File: config.mk
export PLATFORM = sky130hd
export DESIGN_NAME = udma_smi_slave
export DESIGN_NICKNAME = d
export VERILOG_FILES = /design/src/rtl/udma_smi_slave.sv
export SDC_FILE = /design/constraint.sdc
export NUM_CORES = 1
export LEC_CHECK = 0
export CAP_MARGIN = 20
export CORE_MARGIN = 2
export CORE_UTILIZATION = 30
export DETAILED_ROUTE_END_ITERATION = 8
export GPL_TIMING_DRIVEN = 0
export PLACE_DENSITY_LB_ADDON = 0.15
export SLEW_MARGIN = 15
export SYNTH_ARGS = -nofsm -noshare
export SYNTH_HDL_FRONTEND = slang
export SYNTH_SLANG_ARGS = --single-unit
File: constraint.sdc
create_clock -name clk_i -period 2.3 [get_ports clk_i]
set_clock_uncertainty 0.1 [all_clocks]
set_input_delay 0.46 -clock clk_i [delete_from_list [all_inputs] [get_ports clk_i]]
set_output_delay 0.46 -clock clk_i [all_outputs]
set_load 0.01 [all_outputs]
File: src/rtl/udma_smi_slave.sv
// udma_smi_slave: PHY-side clause-22 SMI/MDIO responder with a register port.
// Option: UDMA_SMI_SLV_PREAMBLE_SUPPRESS_EN accepts 1-bit preambles after a completed frame.
module udma_smi_slave #(
    parameter int SYNC_STAGES  = 2,
    parameter int PREAMBLE_LEN = 32
) (
    input  logic        clk_i,
    input  logic        rstn_i,
    input  logic        mdc_i,
    input  logic        mdi_i,
    output logic        mdo_o,
    output logic        md_oen_o,
    input  logic [4:0]  phy_addr_i,
    output logic [4:0]  reg_addr_o,
    output logic [15:0] reg_wdata_o,
    output logic        reg_we_o,
    output logic        reg_re_o,
    input  logic [15:0] reg_rdata_i,
    output logic        busy_o,
    output logic        err_o
);

    localparam int PW = $clog2(PREAMBLE_LEN + 1);
    localparam logic [PW-1:0] PRE_MAX = PW'(PREAMBLE_LEN);

    typedef enum logic [2:0] {
        ST_PREAMBLE,
        ST_HDR,
        ST_TA,
        ST_DATA,
        ST_SKIP
    } state_t;

    logic [SYNC_STAGES-1:0] mdc_sync;
    logic [SYNC_STAGES-1:0] mdi_sync;
    logic                   mdc_prev;
    logic                   mdc_s;
    logic                   mdi_s;
    logic                   edge_e;

    state_t        state_q, state_d;
    logic [PW-1:0] pre_cnt_q, pre_cnt_d;
    logic [3:0]    hdr_cnt_q, hdr_cnt_d;
    logic [12:0]   hdr_q, hdr_d;
    logic [13:0]   hdr_full;
    logic          hdr_bad;
    logic          rd_q, rd_d;
    logic          ta_q, ta_d;
    logic [4:0]    cnt_q, cnt_d;
    logic [14:0]   wsr_q, wsr_d;
    logic [15:0]   rdata_q, rdata_d;
    logic          re_dly_q;
    logic          sof_ok;
    logic          mdo_d;
    logic          oen_d;
    logic [4:0]    addr_d;
    logic [15:0]   wdata_d;
    logic          we_d;
    logic          re_d;
    logic          busy_d;
    logic          err_d;
`ifdef UDMA_SMI_SLV_PREAMBLE_SUPPRESS_EN
    logic          supp_q, supp_d;
`endif

    assign mdc_s    = mdc_sync[SYNC_STAGES-1];
    assign mdi_s    = mdi_sync[SYNC_STAGES-1];
    assign edge_e   = mdc_s & ~mdc_prev;
    assign hdr_full = {hdr_q, mdi_s};
    assign hdr_bad  = (hdr_full[13:12] != 2'b01) ||
                      (hdr_full[11:10] == 2'b00) ||
                      (hdr_full[11:10] == 2'b11);

`ifdef UDMA_SMI_SLV_PREAMBLE_SUPPRESS_EN
    assign sof_ok = (pre_cnt_q == PRE_MAX) || (supp_q && (pre_cnt_q != '0));
`else
    assign sof_ok = (pre_cnt_q == PRE_MAX);
`endif

    // Bring MDC/MDIO into clk_i and remember MDC for rising-edge detection.
    always_ff @(posedge clk_i or negedge rstn_i) begin
        if (!rstn_i) begin
            mdc_sync <= '0;
            mdi_sync <= '0;
            mdc_prev <= 1'b0;
        end else begin
            mdc_sync <= {mdc_sync[SYNC_STAGES-2:0], mdc_i};
            mdi_sync <= {mdi_sync[SYNC_STAGES-2:0], mdi_i};
            mdc_prev <= mdc_s;
        end
    end

    // State and output registers.
    always_ff @(posedge clk_i or negedge rstn_i) begin
        if (!rstn_i) begin
            state_q     <= ST_PREAMBLE;
            pre_cnt_q   <= '0;
            hdr_cnt_q   <= '0;
            hdr_q       <= '0;
            rd_q        <= 1'b0;
            ta_q        <= 1'b0;
            cnt_q       <= '0;
            wsr_q       <= '0;
            rdata_q     <= '0;
            re_dly_q    <= 1'b0;
            mdo_o       <= 1'b0;
            md_oen_o    <= 1'b0;
            reg_addr_o  <= '0;
            reg_wdata_o <= '0;
            reg_we_o    <= 1'b0;
            reg_re_o    <= 1'b0;
            busy_o      <= 1'b0;
            err_o       <= 1'b0;
`ifdef UDMA_SMI_SLV_PREAMBLE_SUPPRESS_EN
            supp_q      <= 1'b0;
`endif
        end else begin
            state_q     <= state_d;
            pre_cnt_q   <= pre_cnt_d;
            hdr_cnt_q   <= hdr_cnt_d;
            hdr_q       <= hdr_d;
            rd_q        <= rd_d;
            ta_q        <= ta_d;
            cnt_q       <= cnt_d;
            wsr_q       <= wsr_d;
            rdata_q     <= rdata_d;
            re_dly_q    <= reg_re_o;
            mdo_o       <= mdo_d;
            md_oen_o    <= oen_d;
            reg_addr_o  <= addr_d;
            reg_wdata_o <= wdata_d;
            reg_we_o    <= we_d;
            reg_re_o    <= re_d;
            busy_o      <= busy_d;
            err_o       <= err_d;
`ifdef UDMA_SMI_SLV_PREAMBLE_SUPPRESS_EN
            supp_q      <= supp_d;
`endif
        end
    end

    // Frame decoder: every decision is taken on an MDC rising edge.
    always_comb begin
        state_d   = state_q;
        pre_cnt_d = pre_cnt_q;
        hdr_cnt_d = hdr_cnt_q;
        hdr_d     = hdr_q;
        rd_d      = rd_q;
        ta_d      = ta_q;
        cnt_d     = cnt_q;
        wsr_d     = wsr_q;
        rdata_d   = re_dly_q ? reg_rdata_i : rdata_q;
        mdo_d     = mdo_o;
        oen_d     = md_oen_o;
        addr_d    = reg_addr_o;
        wdata_d   = reg_wdata_o;
        we_d      = 1'b0;
        re_d      = 1'b0;
        busy_d    = busy_o;
        err_d     = 1'b0;
`ifdef UDMA_SMI_SLV_PREAMBLE_SUPPRESS_EN
        supp_d    = supp_q;
`endif
        if (edge_e) begin
            unique case (state_q)
                ST_PREAMBLE: begin
                    if (mdi_s) begin
                        if (pre_cnt_q != PRE_MAX) begin
                            pre_cnt_d = pre_cnt_q + PW'(1);
                        end
                    end else if (sof_ok) begin
                        hdr_d     = '0;
                        hdr_cnt_d = 4'd1;
                        busy_d    = 1'b1;
                        state_d   = ST_HDR;
                    end else begin
                        pre_cnt_d = '0;
                    end
                end
                ST_HDR: begin
                    hdr_d     = {hdr_q[11:0], mdi_s};
                    hdr_cnt_d = hdr_cnt_q + 4'd1;
                    if (hdr_cnt_q == 4'd13) begin
                        cnt_d = '0;
                        ta_d  = 1'b0;
                        if (hdr_bad) begin
                            err_d   = 1'b1;
                            state_d = ST_SKIP;
`ifdef UDMA_SMI_SLV_PREAMBLE_SUPPRESS_EN
                            supp_d  = 1'b0;
`endif
                        end else if (hdr_full[9:5] != phy_addr_i) begin
                            state_d = ST_SKIP;
`ifdef UDMA_SMI_SLV_PREAMBLE_SUPPRESS_EN
                            supp_d  = 1'b0;
`endif
                        end else begin
                            addr_d  = hdr_full[4:0];
                            rd_d    = hdr_full[11];
                            re_d    = hdr_full[11];
                            state_d = ST_TA;
                        end
                    end
                end
                ST_TA: begin
                    if (!ta_q) begin
                        ta_d = 1'b1;
                        if (rd_q) begin
                            oen_d = 1'b1;
                            mdo_d = 1'b0;
                        end
                    end else begin
                        cnt_d   = '0;
                        state_d = ST_DATA;
                        if (rd_q) begin
                            mdo_d = rdata_q[15];
                        end
                    end
                end
                ST_DATA: begin
                    cnt_d = cnt_q + 5'd1;
                    if (!rd_q) begin
                        wsr_d = {wsr_q[13:0], mdi_s};
                    end
                    if (cnt_q == 5'd15) begin
                        if (rd_q) begin
                            oen_d = 1'b0;
                            mdo_d = 1'b0;
                        end else begin
                            wdata_d = {wsr_q, mdi_s};
                            we_d    = 1'b1;
                        end
                        busy_d    = 1'b0;
                        pre_cnt_d = '0;
                        state_d   = ST_PREAMBLE;
`ifdef UDMA_SMI_SLV_PREAMBLE_SUPPRESS_EN
                        supp_d    = 1'b1;
`endif
                    end else if (rd_q) begin
                        mdo_d = rdata_q[4'd14 - cnt_q[3:0]];
                    end
                end
                ST_SKIP: begin
                    cnt_d = cnt_q + 5'd1;
                    if (cnt_q == 5'd17) begin
                        busy_d    = 1'b0;
                        pre_cnt_d = '0;
                        state_d   = ST_PREAMBLE;
                    end
                end
                default: begin
                    state_d = ST_PREAMBLE;
                end
            endcase
        end
    end

endmodule

-- After elaboration in Yosys (flattened, before gate mapping)
Index checks and enable logic that the tools add are counted.
- output and inout port bits: 27
- input port bits: 25
- logic and storage cells: 134
- register bits: 97
- bits in latches: 0
- memories: 0
- bits in read-only memories: 0
- memory bits (writable): 0
- multipliers: 0
- shifts and indexed selects: 0
- muxes and demuxes: 57
- bitwise operators: 5
- eq/ne operators: 25
- magnitude comparators: 1
- $add $sub $neg: 4
- divide/modulo/power cells: 0
- reduce and logical (&&, ||, !) cells: 21
- operator list (operator ; number):
    $mux W6 ; 5
    $mux W1 ; 28
    $mux W13 ; 2
    $pmux W13 S2 ; 1
    $mux W3 ; 8
    $ne A2 B2 Y1 const B ; 9
    $pmux W6 S3 ; 1
    $reduce_and A6 Y1 ; 3
    $reduce_and A4 Y1 ; 4
    $pmux W3 S5 ; 1
    $pmux W5 S3 ; 1
    $ne A3 B3 Y1 const B ; 4
    $mux W5 ; 2
    $mux W4 ; 2
    $pmux W4 S2 ; 1
    $reduce_and A7 Y1 ; 1
    $add A6 B1 Y6 const B ; 1
    $eq A3 B2 Y1 const B ; 2
    $eq A6 B6 Y1 const B ; 1
    $ne A6 B6 Y1 const B ; 1
    $pmux W1 S2 ; 3
    $reduce_and A3 Y1 ; 2
    $reduce_bool A2 Y1 ; 3
    $reduce_bool A3 Y1 ; 2
    other kinds (21) ; 25

-- Longest topological paths before layout
- depth after elaboration: 7
- mapped depth: 8
- depth with buffers taken out: 7

-- Worst setup path after synthesis
No wires, ideal clock.
- kind: register to register
- from: register cnt_q[0]
- to: register mdo_o
- arrival time: 2.054 ns
- required time: 2.080 ns
- buffers on the path: 0
- clock period less this slack: 2.274 ns
- setup slack: 0.026 ns
- stages on the path, launching flop included: 8
- setup time: 0.120 ns
- cells stage by stage: dfrtp_1 -> ha_1 -> and3_1 -> ha_1 -> mux2_2 -> o211ai_1 -> mux2_2 -> a31o_2
- word-level cells in the longest chain between the ends: 6
- elaborated cells between the ends (all ways): 9
- classes of those cells: add/sub: 1; eq/ne: 2; mux: 5; reduce/logical: 1
- ends and longest elaborated chain (what ; line ; text):
    start, declared ; 49 ; logic [4:0] cnt_q, cnt_d;
    start signal, assigned ; 124 ; cnt_q <= cnt_d;
    $sub A4 B4 Y4 ; 240 ; mdo_d = rdata_q[4'd14 - cnt_q[3:0]];
    $bmux W1 S4 ; 240 ;
    $mux W1 (not written as such) ; 240 ;
    $mux W1 ; 239 ; end else if (rd_q) begin
    $mux W1 ; 225 ; if (cnt_q == 5'd15) begin
    $pmux W1 S2 ; 165 ; unique case (state_q)
    end signal, assigned ; 128 ; mdo_o <= mdo_d;
    end, declared ; 11 ; output logic mdo_o,
Parallel ways exist; a longest one is shown, timed or not. The select of a mux whose other input is x is not followed.
A chain may end at the register's enable or synchronous reset.

-- Final worst setup path
Same ends and word-level chain as after synthesis.

==> summary.txt <==
Critical path
  – Worst-path fanout max: 5
  – Critical path arrival: 2.34 ns
  – R2R Setup Slk: 0.1 ns
  – Crit. Startpoint: cnt_q[0]
  – CP endpoint: mdo_o
  – Startpoint Class: flip-flop
  – Reg2Reg Launch Point: cnt_q[0]
  – Critical Path Sink Type: flip-flop
  – Kind of critical path: reg2reg
  – Worst EP required: 2.44 ns
  – FF-to-FF End: mdo_o
  – Number of cells on the worst reg-to-reg path: 7

Pwr
  – Worst vdd ir: 0.505 mV
  – Flop pwr share: 46.9%
  – Sw Ratio: 22.2%
  – NetSw: 0.849 mW
  – Combinational Power Share: 8.7%
  – Internal power: 2.97 mW
  – LEAKAGE: 2.59 nW
  – Pwr Density: 697 nW/µm²
  – Clock share of power: 44.4%

Yosys
  – Synth Area per Inst: 12.0 µm²
  – Yosys top cell area share: 56.5%
  – Yosys top cell by area: dfrtp_1
  – Yosys cell types: 52
  – Seq/Total Area, Yosys: 56.5%
  – Synthesized flop and latch total: 97
  – Post-synth EDFFs: 0
  – Mapped Area: 4290 µm²
  – Yosys warnings: 0
  – Synth async-reset ratio: 100%
  – Post-Syn Instances: 359
  – Area contributors post-synth: dfrtp_1 (57%), mux2_2 (8.4%), nand2_1 (5.0%)
  – Syn nets: 391
  – Main synth FF type: dfrtp_1

Detailed routing
  – Final ANT Viol Nets: 0
  – DRC Markers: 0
  – Routed length per instance: 14.2 µm
  – WL final: 8.69 mm
  – Via Count: 2904
  – 1st-pass router iterations: 4
  – Routed vias/inst: 4.75
  – First DRT Iteration DRCs: 126

Placement
  – Post-DP HPWL: 6.02 mm
  – GP Congestion: 0.765
  – Area post-placement: 5060 µm²
  – Port Buffer Count: 51

Final layout
  – Diodes inserted: 0
  – Share of cells above drive strength 1: 19.7%
  – Final nets: 459
  – Design Area, Final: 5480 µm²
  – Area growth syn-to-layout: 27.7%

STA
  – Fin crit share: 95.8%
  – Setup-failing EPs final: 0
  – Tightest Pin Transition: 0.572 ns
  – Slew headroom: 61.5%
  – Fmax: 454 MHz
  – Final Hold Fails: 0
  – Max Slew Vio Count: 0
  – Min Tclk post-route: 2.20 ns
  – Hold Slack: 0.248 ns

Floorplan
  – IO Count: 52
  – DIE WIDTH: 124 µm
  – Core ar.: 13900 µm²
  – Die area: 15300 µm²
  – Die Height: 124 µm
  – Initial Utilization: 30.8%
  – # rows: 43

Clock network
  – CTS H-tree lvls: 3
  – Worst-path clk slew: 0.07 ns
  – Clock Sinks: 97
  – CTS Buf Count: 9
  – Root Driver: clkbuf_16
  – Max Root-Sink Buffers: 2
  – Worst-Skew Late Latency: 0.35 ns
  – CTS tree: done

GRT
  – First-pass GRT wire length: 14.6 mm
  – Initial antenna violation count: 0
  – GRT Util Overall: 12.4%
  – Vias in the first global route: 2885
  – Total gr overflow: 0
  – Largest net degree at the start of global routing: 69

Min path
  – Hold crit path type: reg2reg

Flow run
  – Maxcap violations: 0

Status
  – Status: finished, final reports clean
## what timing repair did
item                                   CTS  global route
buffers inserted                         2             2
hold buffers                             1             0
resized for setup                        4             7
endpoints found under the hold margin   29             0
setup endpoints to repair               10            14
pin swaps                                1             1
## cell families after synthesis
group           count (synthesis)  synth area share [%]
simple gates                  109                  12.5
flops                          97                  56.5
compound gates                 63                  10.1
mux                            47                  14.1
buf+inv                        28                  3.12
xor+xnor                        8                  1.63
fa+ha+maj                       7                  2.04
## stage by stage
| stage | utilization, % | instances | TNS (ns) | setup slack [ns] | total power [mW] |
|---|---|---|---|---|---|
| after floorplan | - | 359 | 0 | 0.0260 | 1.98 |
| after global placement | 36.1 | 590 | -315.13 | -3.25 | 2.11 |
| after detailed placement | 36.3 | 591 | -1.35 | -0.178 | 2.12 |
| after CTS | 39.0 | 610 | 0 | 0.00419 | 3.86 |
| after global routing | 39.3 | 612 | -0.000790 | -0.000790 | 3.99 |
| final | 39.3 | 612 | 0 | 0.0960 | 3.82 |
## worst max-delay path, stage by stage (launching register included)
cell,delay (ns)
dfrtp_1,0.41
ha_4,0.19
and3_4,0.18
ha_4,0.17
mux2_2,0.26
o211ai_1,0.23
mux2_2,0.36
a31o_2,0.21
## how the worst min path moves through the flow
stage	startpoint	end	slack, ns	cells after the start
after global placement	mdi_sync[0]	mdi_sync[1]	0.23	0
final	mdi_sync[0]	mdi_sync[1]	0.25	0
after global routing	mdi_sync[0]	mdi_sync[1]	0.26	0
after floorplan	rstn_i	busy_o	0.06	0
after CTS	mdi_sync[0]	mdi_sync[1]	0.25	0
after detailed placement	mdi_sync[0]	mdi_sync[1]	0.24	0
## power by group through the flow
stage	clock, mW	combinational (mW)	sequential, mW
finish	1.70	0.334	1.79
floorplan	0	0.170	1.81
detailed placement	0	0.300	1.82
global placement	0	0.290	1.82
global route	1.81	0.383	1.80
CTS	1.75	0.329	1.78
## flip-flops by register name, indices dropped and copies added, names as in the netlist, 4 cells and up
register,count
rdata_q,16
reg_wdata_o,16
wsr_q,15
hdr_q,13
pre_cnt_q,6
cnt_q,5
reg_addr_o,5
hdr_cnt_q,4
## cell usage after synthesis (5+ instances only)
cell and n:
inv_1 12, clkbuf_1 7, mux2_2 32, ha_1 7, nor2_1 14, nand2_1 57
nor3_1 5, mux2_4 9, dfrtp_1 97, a22o_1 14, o21ai_0 23, nand3_1 5
## per-layer routing
| metal | up-vias | track usage [%] | part of all wire, % |
|---|---|---|---|
| met5 | - | 0 | 0 |
| met4 | 0 | 5.11 | 2.1 |
| met3 | 13 | 3.30 | 3.7 |
| met2 | 57 | 19.2 | 45 |
| met1 | 1419 | 16.5 | 49 |
| li1 | 1415 | - | - |
## area by class of cell
type	instances	area, µm²
inverters	13	53.8
clock buffers	11	233
fillers	1350	8450
well taps	180	225
flip-flops and latches	97	2430
multi-input cells	234	1780
clock inverters	5	104
repair buffers	57	579
plain buffers	15	80.1
## cell usage in the layout (no fill, tap or decap), types with 9 or more instances in the layout
master	synthesis	layout
mux2_4	9	9
clkbuf_16	0	9
nor2_1	14	14
mux2_2	32	32
nand2_1	57	57
o21ai_0	23	21
clkdlybuf4s50_1	0	50
clkbuf_1	7	9
dfrtp_1	97	97
inv_1	12	12
a22o_1	14	14
Note: power is estimated with default switching activity, not from simulation.
